[src/rtl/memory_arbiter_if.sv]
// Bundle of the requester-side and memory-side signals of the memory arbiter.
// The arbiter connects through the slave modport; requesters and the main
// memory sit on the master side.
interface memory_arbiter_if;
    logic        i_request;
    logic [31:0] i_address;
    logic        i_ready;
    logic [31:0] i_read_data;

    logic        d_request;
    logic        d_write_enable;
    logic [3:0]  d_byte_enable;
    logic [31:0] d_address;
    logic [31:0] d_write_data;
    logic        d_ready;
    logic [31:0] d_read_data;

    logic [31:0] mem_address;
    logic        mem_write_enable;
    logic [3:0]  mem_byte_enable;
    logic [31:0] mem_write_data;
    logic [31:0] mem_read_data;

    logic [31:0] i_grant_count;
    logic [31:0] d_grant_count;

    modport slave (
        input  i_request, i_address,
        input  d_request, d_write_enable, d_byte_enable, d_address, d_write_data,
        input  mem_read_data,
        output i_ready, i_read_data,
        output d_ready, d_read_data,
        output mem_address, mem_write_enable, mem_byte_enable, mem_write_data,
        output i_grant_count, d_grant_count
    );

    modport master (
        output i_request, i_address,
        output d_request, d_write_enable, d_byte_enable, d_address, d_write_data,
        output mem_read_data,
        input  i_ready, i_read_data,
        input  d_ready, d_read_data,
        input  mem_address, mem_write_enable, mem_byte_enable, mem_write_data,
        input  i_grant_count, d_grant_count
    );
endinterface

[src/rtl/memory_arbiter.sv]
// Single-outstanding-request arbiter between the instruction refill port and
// the core data port in front of the single-port main memory. Simultaneous
// requests alternate between ports; each access spends LATENCY cycles in
// BUSY, completes with a one-cycle ready pulse, and writes commit to memory
// only in that completion cycle so the pre-write word can be returned.
module memory_arbiter #(
    parameter int LATENCY = 2
) (
    input logic             clk,
    input logic             rst_n,
    memory_arbiter_if.slave bus
);
    // Wide enough to hold LATENCY-1 for every LATENCY >= 2.
    localparam int CW = $clog2(LATENCY);

    typedef enum logic [1:0] {
        IDLE = 2'd0,
        BUSY = 2'd1,
        DONE = 2'd2
    } state_t;

    state_t        r_state;
    logic          r_grantData;
    logic          r_lastGrantData;
    logic          r_isWrite;
    logic [CW-1:0] r_waitCount;

    logic          r_iReady;
    logic          r_dReady;
    logic [31:0]   r_iReadData;
    logic [31:0]   r_dReadData;
    logic [31:0]   r_memAddress;
    logic          r_memWriteEnable;
    logic [3:0]    r_memByteEnable;
    logic [31:0]   r_memWriteData;
    logic [31:0]   r_iGrantCount;
    logic [31:0]   r_dGrantCount;

    logic          w_anyRequest;
    logic          w_pickData;

    // On a tie the port that was not served last wins.
    assign w_anyRequest = bus.i_request | bus.d_request;
    assign w_pickData   = bus.d_request & (~bus.i_request | ~r_lastGrantData);

    assign bus.i_ready          = r_iReady;
    assign bus.i_read_data      = r_iReadData;
    assign bus.d_ready          = r_dReady;
    assign bus.d_read_data      = r_dReadData;
    assign bus.mem_address      = r_memAddress;
    assign bus.mem_write_enable = r_memWriteEnable;
    assign bus.mem_byte_enable  = r_memByteEnable;
    assign bus.mem_write_data   = r_memWriteData;
    assign bus.i_grant_count    = r_iGrantCount;
    assign bus.d_grant_count    = r_dGrantCount;

    // Arbitration FSM with all outputs registered; reset abandons any access.
    always_ff @(posedge clk or negedge rst_n) begin
        if (!rst_n) begin
            r_state          <= IDLE;
            r_grantData      <= 1'b0;
            r_lastGrantData  <= 1'b1;
            r_isWrite        <= 1'b0;
            r_waitCount      <= '0;
            r_iReady         <= 1'b0;
            r_dReady         <= 1'b0;
            r_iReadData      <= '0;
            r_dReadData      <= '0;
            r_memAddress     <= '0;
            r_memWriteEnable <= 1'b0;
            r_memByteEnable  <= '0;
            r_memWriteData   <= '0;
            r_iGrantCount    <= '0;
            r_dGrantCount    <= '0;
        end else begin
            case (r_state)
                IDLE: begin
                    if (w_anyRequest) begin
                        r_grantData <= w_pickData;
                        if (w_pickData) begin
                            r_memAddress    <= bus.d_address;
                            r_memByteEnable <= bus.d_byte_enable;
                            r_memWriteData  <= bus.d_write_data;
                            r_isWrite       <= bus.d_write_enable;
                        end else begin
                            r_memAddress    <= bus.i_address;
                            r_isWrite       <= 1'b0;
                        end
                        r_waitCount <= CW'(LATENCY - 1);
                        r_state     <= BUSY;
                    end
                end
                BUSY: begin
                    if (r_waitCount == '0) begin
                        if (r_grantData) begin
                            r_dReadData <= bus.mem_read_data;
                            r_dReady    <= 1'b1;
                        end else begin
                            r_iReadData <= bus.mem_read_data;
                            r_iReady    <= 1'b1;
                        end
                        r_memWriteEnable <= r_isWrite;
                        r_state          <= DONE;
                    end else begin
                        r_waitCount <= r_waitCount - 1'b1;
                    end
                end
                DONE: begin
                    r_iReady         <= 1'b0;
                    r_dReady         <= 1'b0;
                    r_memWriteEnable <= 1'b0;
                    if (r_grantData) begin
                        r_dGrantCount <= r_dGrantCount + 32'd1;
                    end else begin
                        r_iGrantCount <= r_iGrantCount + 32'd1;
                    end
                    r_lastGrantData <= r_grantData;
                    r_state         <= IDLE;
                end
                default: begin
                    r_state <= IDLE;
                end
            endcase
        end
    end
endmodule
[src/flat_wrapper.sv]
// flat-port wrapper written by rule: the top's interface ports become plain ports
module memory_arbiter_flat 
#(
    parameter int LATENCY = 2
)
  (clk, rst_n, bus_i_request, bus_i_address, bus_d_request, bus_d_write_enable, bus_d_byte_enable, bus_d_address, bus_d_write_data, bus_mem_read_data, bus_i_ready, bus_i_read_data, bus_d_ready, bus_d_read_data, bus_mem_address, bus_mem_write_enable, bus_mem_byte_enable, bus_mem_write_data, bus_i_grant_count, bus_d_grant_count);
  memory_arbiter_if bus_i ();
  input logic clk;
  input logic rst_n;
  input wire logic [$bits(bus_i.i_request)-1:0] bus_i_request;
  input wire logic [$bits(bus_i.i_address)-1:0] bus_i_address;
  input wire logic [$bits(bus_i.d_request)-1:0] bus_d_request;
  input wire logic [$bits(bus_i.d_write_enable)-1:0] bus_d_write_enable;
  input wire logic [$bits(bus_i.d_byte_enable)-1:0] bus_d_byte_enable;
  input wire logic [$bits(bus_i.d_address)-1:0] bus_d_address;
  input wire logic [$bits(bus_i.d_write_data)-1:0] bus_d_write_data;
  input wire logic [$bits(bus_i.mem_read_data)-1:0] bus_mem_read_data;
  output wire logic [$bits(bus_i.i_ready)-1:0] bus_i_ready;
  output wire logic [$bits(bus_i.i_read_data)-1:0] bus_i_read_data;
  output wire logic [$bits(bus_i.d_ready)-1:0] bus_d_ready;
  output wire logic [$bits(bus_i.d_read_data)-1:0] bus_d_read_data;
  output wire logic [$bits(bus_i.mem_address)-1:0] bus_mem_address;
  output wire logic [$bits(bus_i.mem_write_enable)-1:0] bus_mem_write_enable;
  output wire logic [$bits(bus_i.mem_byte_enable)-1:0] bus_mem_byte_enable;
  output wire logic [$bits(bus_i.mem_write_data)-1:0] bus_mem_write_data;
  output wire logic [$bits(bus_i.i_grant_count)-1:0] bus_i_grant_count;
  output wire logic [$bits(bus_i.d_grant_count)-1:0] bus_d_grant_count;
  assign bus_i.i_request = bus_i_request;
  assign bus_i.i_address = bus_i_address;
  assign bus_i.d_request = bus_d_request;
  assign bus_i.d_write_enable = bus_d_write_enable;
  assign bus_i.d_byte_enable = bus_d_byte_enable;
  assign bus_i.d_address = bus_d_address;
  assign bus_i.d_write_data = bus_d_write_data;
  assign bus_i.mem_read_data = bus_mem_read_data;
  assign bus_i_ready = bus_i.i_ready;
  assign bus_i_read_data = bus_i.i_read_data;
  assign bus_d_ready = bus_i.d_ready;
  assign bus_d_read_data = bus_i.d_read_data;
  assign bus_mem_address = bus_i.mem_address;
  assign bus_mem_write_enable = bus_i.mem_write_enable;
  assign bus_mem_byte_enable = bus_i.mem_byte_enable;
  assign bus_mem_write_data = bus_i.mem_write_data;
  assign bus_i_grant_count = bus_i.i_grant_count;
  assign bus_d_grant_count = bus_i.d_grant_count;
  memory_arbiter #(.LATENCY(LATENCY)) u_core (.clk(clk), .rst_n(rst_n), .bus(bus_i));
endmodule
[config.mk]
export PLATFORM = sky130hd
export DESIGN_NAME = memory_arbiter_flat
export DESIGN_NICKNAME = d
export VERILOG_FILES = /design/src/rtl/memory_arbiter_if.sv /design/src/rtl/memory_arbiter.sv /design/src/flat_wrapper.sv
export SDC_FILE = /design/constraint.sdc
export NUM_CORES = 1
export LEC_CHECK = 0
export ABC_AREA = 1
export ABC_CLOCK_PERIOD_IN_PS = 1800
export CAP_MARGIN = 10
export CORE_AREA = 2 2 152 154
export DETAILED_ROUTE_END_ITERATION = 12
export DIE_AREA = 0 0 154 156
export GPL_TIMING_DRIVEN = 0
export MAX_ROUTING_LAYER = met4
export PLACE_DENSITY = 0.76
export SYNTH_ARGS = -nofsm -noshare
export SYNTH_HDL_FRONTEND = slang
export SYNTH_SLANG_ARGS = --single-unit
[constraint.sdc]
create_clock -name clk -period 1.8 [get_ports clk]
set_clock_uncertainty 0.15 [all_clocks]
set_input_delay 0.36 -clock clk [delete_from_list [all_inputs] [get_ports clk]]
set_output_delay 0.36 -clock clk [all_outputs]
set_load 0.01 [all_outputs]
==> metrics.md <==
| Metric | Value |
|---|---|
| FF+latch count, synth | `205` |
| Worst EP arrival | `~1300 ps` |
| Dpl hpwl | `19800 microns` |
| Io pins | `336` |
| PortBufs | `335` |
| Synth area leaders | `dfrtp_1 57%, nand2_1 10%, o21ai_0 7.3%` |
| Family with the most delay on the worst path | `flip-flops` |
| Gr ovfl total | `0` |
| Worst Path Max Fanout | `4` |
| DR WL/cell | `~16 microns` |
| P per Cell Area | `1400 nW/um^2` |
| Fin area | `between 10000 and 15000 sq um` |
| Synthesis-to-finish area growth | `56.6%` |
| Total track usage | `22.7%` |
| Leak | `0.00696 uW` |
| Nets@finish | `1541` |
| Placed Area | `12600 sq um` |
| Outcome | `finished clean` |
| Power Total | `19500 uW` |
| Hold Fails Final Rpt | `0` |
| Measured slew at the worst slew-check pin | `roughly 620 ps` |
| Top-count cell post-synth | `nand2_1` |
| Core ar. | `22400 sq um` |
| Post-synth top area share | `57.5%` |
| Post-layout minimum cycle time | `1760 ps` |
| Crit Path Class | `reg2out` |
| Syn Inst Count | `around 1000` |
| Warnings from Yosys | `0` |
| Startpoint Class | `flop` |
| CTS tree | `done` |
| Synth area leader | `dfrtp_1` |
| Fraction of layout cells with a size suffix above 1 | `14.7%` |
| RSZ-0062 raised after global routing | `true` |
| CTS max path bufs | `3` |
| Die Y | `156 microns` |
| FF/Latch Area | `5140 sq um` |
| Final setup TNS | `0 ps` |
| Clock Latency Late Sink | `510 ps` |
| Crit-path cells | `dlygate4sd2_1` |
| CTS Buf Count | `24` |
| Largest net degree at the start of global routing | `between 100 and 150` |
| Die width | `154 microns` |
| Worst setup EP type | `primary output` |
| Max Cap Viol | `0` |
| Std-Cell Rows | `55` |
| First DRT Iteration DRCs | `around 390` |
| Number of antenna diodes | `0` |
| Clock-pin slew on the worst setup and hold paths | `60 ps` |
| Initial Util | `39.7%` |
| WL final | `27500 microns` |
| Synth Cell Area | `8880 sq um` |
| Worst slew margin | `58.4%` |
| Final GP Congestion | `0.880` |
| Multi-input gate area | `roughly 3400 sq um` |
| Drc violations | `0` |
| Max incr delay on CP | `roughly 420 ps` |
| Worst hold path type | `in2async` |
| Most common flop cell mapped by yosys | `dfrtp_1` |
| Syn avg cell area | `9.06 sq um` |
| Synth cell types | `26` |
| Initial antenna violation count | `0` |
| Vias in the first global route | `8371` |
| Antenna viol nets, final | `0` |
| Final Core Density | `62.2%` |
| CTS HTree Levels | `1` |
| Peak supply drop | `roughly 1000 uV` |
| Sequential cell area fraction in the yosys report | `roughly 58%` |
| First-pass GRT wire length | `42600 microns` |
| WHS | `~250 ps` |
| Post-synth ARST share | `100%` |
| Fmax | `~570 MHz` |
| Crit path required time | `1290 ps` |
| CTS sink count | `between 200 and 250` |
| CP max stage cell | `dfrtp_1` |
| EDFF count, synth | `0` |
| Total iterations of the first detailed-routing run | `7` |
| Max-slew violation count | `0` |
| Final Cycle Share | `97.7%` |
| Final setup fails | `0` |
| Area of the die | `24000 sq um` |
| Routed via count | `8340` |
| Number of fillers in the final layout | `between 1500 and 2000` |
| Post-Syn Nets | `1119` |
| Clock root buffer master | `clkbuf_16` |
| Via-to-Cell Ratio | `4.89` |
| Top cells by count, synth | `244 x nand2_1, 204 x dfrtp_1, 130 x o21ai_0, 102 x nor2_1, 98 x inv_1` |
| WP buf/inv | `1` |
## path summary, 6_finish.rpt
check | end | slack [ps] | start | cells after the start
setup / recovery | bus_d_grant_count[14] | 40 | u_core.bus.d_grant_count[14] | 1
hold / removal | u_core.bus.i_read_data[10] | 250 | rst_n | 2
setup reg to reg | u_core.bus.d_grant_count[20] | 40 | u_core.bus.d_grant_count[0] | 8
hold reg to reg | u_core.r_state[0] | 320 | u_core.r_waitCount | 2
max in group asynchronous | u_core.bus.mem_write_data[31] | 340 | rst_n | 3
min in group clk | u_core.bus.d_read_data[13] | 280 | bus_mem_read_data[13] | 3
## routing by layer
metal  wire [microns]  GRT usage [%]  share of wire (%)
met5                0              -                  0
met4              967           8.28                3.5
met3             1840           4.69                6.7
met1            10600           25.7                 39
met2            14000           40.0                 51
## placed cells by master (no fill, tap or decap), types with 2 or more instances in the layout
| master | n |
|---|---|
| nand2_1 | 237 |
| nor3_1 | 10 |
| nand2_4 | 2 |
| dfrtp_1 | 196 |
| and2_1 | 2 |
| ha_1 | 2 |
| clkbuf_8 | 6 |
| nand3_1 | 39 |
| nor2_4 | 10 |
| nand3_4 | 3 |
| inv_2 | 5 |
| nand4_1 | 17 |
| buf_8 | 3 |
| nand2_2 | 5 |
| o21ai_2 | 3 |
| buf_2 | 5 |
| dfrtp_2 | 8 |
| clkbuf_1 | 12 |
| clkbuf_4 | 3 |
| buf_4 | 64 |
| o21ai_0 | 119 |
| xor2_1 | 19 |
| mux2_2 | 36 |
| clkbuf_16 | 25 |
| nor2_1 | 90 |
| xnor2_1 | 19 |
| inv_1 | 93 |
| clkinv_2 | 4 |
| nor2_2 | 7 |
| bufinv_16 | 2 |
| clkbuf_2 | 5 |
| clkdlybuf4s50_1 | 135 |
| nand3_2 | 2 |
| o21ai_1 | 15 |
| dlygate4sd2_1 | 199 |
| nand3b_1 | 5 |
## final cells by class
type,count,area share (%)
plain buffers,29,1.33
multi-input cells,646,24.6
well taps,285,2.56
clock buffers,35,5.20
inverters,100,2.75
clock inverters,8,0.693
repair buffers,396,25.9
flip-flops and latches,205,37.0
## power by group
| part | internal (uW) | switching (uW) | total, uW | leakage [uW] |
|---|---|---|---|---|
| Sequential | 6320 | 886 | 7200 | 0.00258 |
| Combinational | 3430 | 3900 | 7330 | 0.00398 |
| Clock | 3060 | 1900 | 4960 | 0.000404 |
## state kept, by name (all words and copies together) (netlist names), 2 cells and up
signal                      count
u_core.bus.d_grant_count       32
u_core.bus.d_read_data         32
u_core.bus.i_grant_count       32
u_core.bus.i_read_data         32
u_core.bus.mem_address         32
u_core.bus.mem_write_data      32
u_core.bus.mem_byte_enable      4
u_core.r_state                  2
## metrics by stage
step | std cells | setup slack [ps]
finish | 1704 | 40.8
global route | 1704 | -48.8
CTS | 1676 | -17.6
detailed placement | 1601 | -689
global placement | 1600 | -8440
floorplan | 980 | 17.8
## cell families (layout without fill, tap and decap cells)
group | count (synthesis) | after routing | share of synthesized area [%]
xor gates and xnor gates | 38 | 38 | 3.75
muxes | 36 | 36 | 4.57
buffers and inverters | 129 | 568 | 5.62
DFF | 205 | 205 | 57.8
adders and majority gates | 2 | 2 | 0.282
AOI/OAI and AO/OA | 137 | 137 | 7.72
and+or+nand+nor | 433 | 433 | 20.3
## timing repair
item / CTS / global route
hold buffers: 1 / 0
gates resized for setup: 242 / 63
pin swaps: 3 / 9
endpoints found under the setup margin: 325 / 183
gates cloned: 0 / 0
hold endpoints to repair: 102 / 0
setup buffers: 31 / 28
Power figures use the tool's default switching activity.
